[src/rtl/maq_m_set.sv]
// maq_m_set -- minute stage and time-set controller.
// Counts minutes 00..59 in BCD from a once-per-minute tick and issues a
// one-cycle hour-advance pulse on each 59->00 wrap. In set mode the minute
// count is frozen; debounced buttons step the minutes or request an hour
// advance, and a blink enable toggles for the display.
//
// Ports:
//   maqh_clock     system clock, rising edge
//   reset          asynchronous, active-low reset
//   maqm_tick      one-cycle minute tick from the seconds stage
//   maqm_set_en    raw slide switch, 1 = set mode
//   maqm_btn_min   raw push-button, step minutes (set mode only)
//   maqm_btn_hora  raw push-button, advance hour (set mode only)
//   maqm_lsd       minute units, BCD 0..9
//   maqm_msd       minute tens, 0..5
//   maqm_inc_hora  one-cycle hour-advance pulse to the hour stage
//   maqm_set_mode  1 while in SET
//   maqm_blink     display blink enable, toggles in SET, 0 in RUN
module maq_m_set #(
  parameter int unsigned DEB_CYCLES   = 4,
  parameter int unsigned BLINK_CYCLES = 8
) (
  input  logic       maqh_clock,
  input  logic       reset,
  input  logic       maqm_tick,
  input  logic       maqm_set_en,
  input  logic       maqm_btn_min,
  input  logic       maqm_btn_hora,
  output logic [3:0] maqm_lsd,
  output logic [2:0] maqm_msd,
  output logic       maqm_inc_hora,
  output logic       maqm_set_mode,
  output logic       maqm_blink
);

  localparam logic [0:0] ST_RUN = 1'b0;
  localparam logic [0:0] ST_SET = 1'b1;

  // Button vectors: bit 0 = btn_min, bit 1 = btn_hora.
  logic       set_s1, set_s2;
  logic [1:0] btn_s1, btn_s2;
  logic [1:0] deb, deb_q, press;
  logic [15:0] deb_cnt [2];
  logic [15:0] blink_cnt;
  logic [0:0]  state;

  logic [3:0] lsd_inc;
  logic [2:0] msd_inc;
  logic       wrap;
  logic       run_tick, min_step, hora_req, illegal;
  logic [3:0] lsd_nxt;
  logic [2:0] msd_nxt;
  logic       inc_nxt;

  assign maqm_set_mode = (state == ST_SET);

  // Synchronisers, debouncers and press-edge detectors.
  always_ff @(posedge maqh_clock or negedge reset) begin
    if (!reset) begin
      set_s1 <= 1'b0;
      set_s2 <= 1'b0;
      btn_s1 <= '0;
      btn_s2 <= '0;
      deb    <= '0;
      deb_q  <= '0;
      press  <= '0;
      for (int unsigned i = 0; i < 2; i++) deb_cnt[i] <= '0;
    end else begin
      set_s1 <= maqm_set_en;
      set_s2 <= set_s1;
      btn_s1 <= {maqm_btn_hora, maqm_btn_min};
      btn_s2 <= btn_s1;
      for (int unsigned i = 0; i < 2; i++) begin
        if (btn_s2[i] != deb[i]) begin
          // The flip happens on the edge after the count reaches DEB_CYCLES.
          if (deb_cnt[i] == 16'(DEB_CYCLES)) begin
            deb[i]     <= ~deb[i];
            deb_cnt[i] <= '0;
          end else begin
            deb_cnt[i] <= deb_cnt[i] + 16'd1;
          end
        end else begin
          deb_cnt[i] <= '0;
        end
      end
      deb_q <= deb;
      press <= deb & ~deb_q;
    end
  end

  // Next-minute arithmetic and action decode, all under the pre-edge state.
  always_comb begin
    lsd_inc = maqm_lsd + 4'd1;
    msd_inc = maqm_msd;
    wrap    = 1'b0;
    if (maqm_lsd == 4'd9) begin
      lsd_inc = '0;
      if (maqm_msd == 3'd5) begin
        msd_inc = '0;
        wrap    = 1'b1;
      end else begin
        msd_inc = maqm_msd + 3'd1;
      end
    end

    run_tick = (state == ST_RUN) && maqm_tick;
    min_step = (state == ST_SET) && press[0];
    hora_req = (state == ST_SET) && press[1];
    illegal  = (maqm_lsd > 4'd9) || (maqm_msd > 3'd5);

    lsd_nxt = maqm_lsd;
    msd_nxt = maqm_msd;
    if (illegal) begin
      lsd_nxt = '0;
      msd_nxt = '0;
    end else if (run_tick || min_step) begin
      lsd_nxt = lsd_inc;
      msd_nxt = msd_inc;
    end

    // Suppressing a request right after a pulse keeps pulses isolated.
    inc_nxt = ((run_tick && wrap && !illegal) || hora_req) && !maqm_inc_hora;
  end

  // Mode FSM, minute digits, hour pulse and blink.
  always_ff @(posedge maqh_clock or negedge reset) begin
    if (!reset) begin
      state         <= ST_RUN;
      maqm_lsd      <= '0;
      maqm_msd      <= '0;
      maqm_inc_hora <= 1'b0;
      maqm_blink    <= 1'b0;
      blink_cnt     <= '0;
    end else begin
      state         <= set_s2 ? ST_SET : ST_RUN;
      maqm_lsd      <= lsd_nxt;
      maqm_msd      <= msd_nxt;
      maqm_inc_hora <= inc_nxt;
      // Blink runs only while SET persists; entry and exit both clear it.
      if ((state == ST_SET) && set_s2) begin
        if (blink_cnt == 16'(BLINK_CYCLES - 1)) begin
          blink_cnt  <= '0;
          maqm_blink <= ~maqm_blink;
        end else begin
          blink_cnt <= blink_cnt + 16'd1;
        end
      end else begin
        blink_cnt  <= '0;
        maqm_blink <= 1'b0;
      end
    end
  end

endmodule

[config.mk]
export PLATFORM = sky130hd
export DESIGN_NAME = maq_m_set
export DESIGN_NICKNAME = d
export VERILOG_FILES = /design/src/rtl/maq_m_set.sv
export SDC_FILE = /design/constraint.sdc
export NUM_CORES = 1
export LEC_CHECK = 0
export ABC_AREA = 1
export CAP_MARGIN = 40
export CORE_MARGIN = 5
export CORE_UTILIZATION = 35
export DETAILED_ROUTE_END_ITERATION = 10
export GPL_TIMING_DRIVEN = 0
export PLACE_DENSITY = 0.48
export SYNTH_ARGS = -nofsm -noshare
export SYNTH_HDL_FRONTEND = slang
export SYNTH_SLANG_ARGS = --single-unit
export TNS_END_PERCENT = 20
[constraint.sdc]
create_clock -name maqh_clock -period 2.85 [get_ports maqh_clock]
set_input_delay 0.57 -clock maqh_clock [delete_from_list [all_inputs] [get_ports maqh_clock]]
set_output_delay 0.57 -clock maqh_clock [all_outputs]
set_load 0.005 [all_outputs]
==> metrics.txt <==
status complete, no violations; layout cells sized above 1 0.1044; ANT cells 0; initial drt markers 132; CP Capture Type output port; Highest Clock Rate ~520 MHz; Layout Area Growth over Synthesis 14.72%; first-pass GRT wire length about 13000 µm; number of iterations in the first detailed-routing pass 5; core area 10320 µm²; delay-heaviest family, CP buffers and inverters; XOR/XNOR Fraction of Synth Area 0.04481; Seq. cell area ~1800 µm²; unrepaired setup endpoints after global routing false; wire per inst 11.24 µm; chip width ~110 µm; placed instance area 4059 µm²; largest family of logic cells by synthesized area simple AND/OR/NAND/NOR gates; CTS tree built; Post-Route WL roughly 7300 µm; synthesized area 3714 µm²; Fin. Hold Viols 0; PortBufs 15; post-synthesis mux area share 0; DRT antenna net count 0; CTS Sinks 70; setup tns final 0 ps; CTS root buf clkbuf_8; largest net degree at the start of global routing 48; Synth Area in Simple Gates 0.3635; maximum VDD drop 249.1 µV; Synth Instances 485; most common cell after layout, fill and taps aside nand2_1; initial antenna violation count 0; worst-margin pin slew ~350 ps; leak pwr about 1.8 nW; cell chain of the critical path clkdlybuf4s50_1; logic gate share of total power 0.200; sequential share of power 0.480; Syn Area/Cell ~7.7 µm²; Sw Share 0.3085; Initial Util 0.3597; critical path launch point type flop; Netlist cell types 24; cts-stage hold buffer count 0; # H-tree levels 3; Crit path buffers/inverters 1; Clock power frac 0.320; CP Data Arrival Time 1350 ps; max_cap viols 0; Worst path max stage delay about 550 ps; synthesized-area fraction occupied by adder cells 0.01685; full die area 12770 µm²; Finish-stage setup viols 0; fill count ~1000; Final Power 2.555 mW; vias in the first global route 2936; post-cts resize count 0; nets 523; sw power about 0.79 mW; R2R Path Start deb_cnt[0]; I/O Pins 16; Final min period 1922 ps; clk_lat worst skew 330 ps; WS Path Type reg -> out; Internal 1.767 mW; RePlAce Congestion 0.8263; max_slew headroom 0.7691; GRT Total Usage 0.1267; hpwl dp 5434 µm; via count 2975; Crit path required time between 2000 and 2500 ps; Design Area, Final 4260 µm²; synthesized flop and latch total 70; clock-pin slew on the worst setup and hold paths 80 ps; Remaining Overflow, GRT 0; drt drc 0; Bufs on Longest Clock Path 2; CTS Buf Count 9; skew final 11.13 ps; Final Hold Slack 133.0 ps; area of the multi-input gates 1729 µm²; most frequent cells in the layout 115 x nand2_1, 107 x nor2_1, 70 x dfrtp_1, 54 x inv_1, 36 x nand3_1; Synth Area in Compound Gates 0.04043; critical path launch point maqm_lsd[0]; Slew Limit Fails 0; die height ~110 µm; Yosys warnings 0; slowest CP cell clkdlybuf4s50_1; PwrDens 599.8 nW/µm²; fin util 0.4127; syn_nets 496; # Post-CTS Setup Buffers 0; std cell rows 37; Critical Path Fanout Max 7; HP Class in -> async; Seq/Total Area, Yosys 0.4717; vias per inst about 4.6; Final period util 0.6745
==> worst paths after layout <==
| check | endpoint | slack (ps) | cells after the start |
|---|---|---|---|
| setup / recovery | maqm_lsd[0] | 930 | 1 |
| hold / removal | maqm_lsd[1] | 130 | 1 |
| setup reg to reg | deb_cnt[14] | 1360 | 9 |
| max in group asynchronous | deb_cnt[3] | 2160 | 2 |
| hold reg to reg | btn_s2[0] | 350 | 0 |
| min in group maqh_clock | btn_s2[0] | 350 | 0 |
==> cells in the mapped netlist (all sizes together) <==
library cell	instances	area [µm²]
a21oi	5	25.02
buf	3	15.01
dfrtp	70	1752
ha	5	62.56
inv	58	217.7
nand2	127	506.7
nand3	37	190.2
nand4	11	68.82
nor2	119	506.7
nor3	7	45.04
nor3b	3	32.53
o21ai	16	87.59
o21bai	5	37.54
xnor2	4	35.03
xor2	15	131.4
==> metrics by stage <==
stage	cells	setup slack (ps)
6_report	653	927.8
5_1_grt	653	857.5
4_1_cts	653	897.4
3_5_place_dp	637	1036
3_3_place_gp	636	-1364
2_1_floorplan	485	1582
==> cell families after synthesis <==
kind of cell               after synthesis
AOI/OAI and AO/OA                       26
DFF                                     70
xor gates and xnor gates                19
and+or+nand+nor                        304
buffers and inverters                   61
adders and majority gates                5
==> per-layer routing <==
layer / share of wire / up-vias / global-route usage
li1: - / 1573 / -
met1: 0.50 / 1369 / 0.1713
met2: 0.47 / 29 / 0.2026
met3: 0.028 / 4 / 0.02299
met4: 0.0065 / 0 / 0.04728
met5: 0 / - / 0
==> area by class of cell <==
type,instances,share of cell area
Sequential cell,70,0.4112
Multi-Input combinational cell,354,0.4059
Inverter,58,0.05110
Timing Repair Buffer,16,0.04112
Tap cell,136,0.03994
Clock buffer,13,0.03730
Clock inverter,3,0.009985
Buffer,3,0.003524
==> power by group through the flow <==
stage	Sequential, mW	Combinational, mW	Clock [mW]
after floorplan	1.22	0.333	0
after global placement	1.24	0.513	0
after detailed placement	1.25	0.523	0
after CTS	1.23	0.524	0.855
after global routing	1.25	0.590	0.898
final	1.23	0.510	0.819
==> flip-flops by register name, summed over array words and instances (netlist names) <==
name / flops
blink_cnt: 16
btn_s1: 2
deb_q: 2
maqm_set_mode: 1
deb: 2
maqm_lsd: 4
deb_cnt: 32
press: 2
set_s1: 1
maqm_blink: 1
set_s2: 1
maqm_inc_hora: 1
maqm_msd: 3
btn_s2: 2
(Power assumes the default switching activity.)
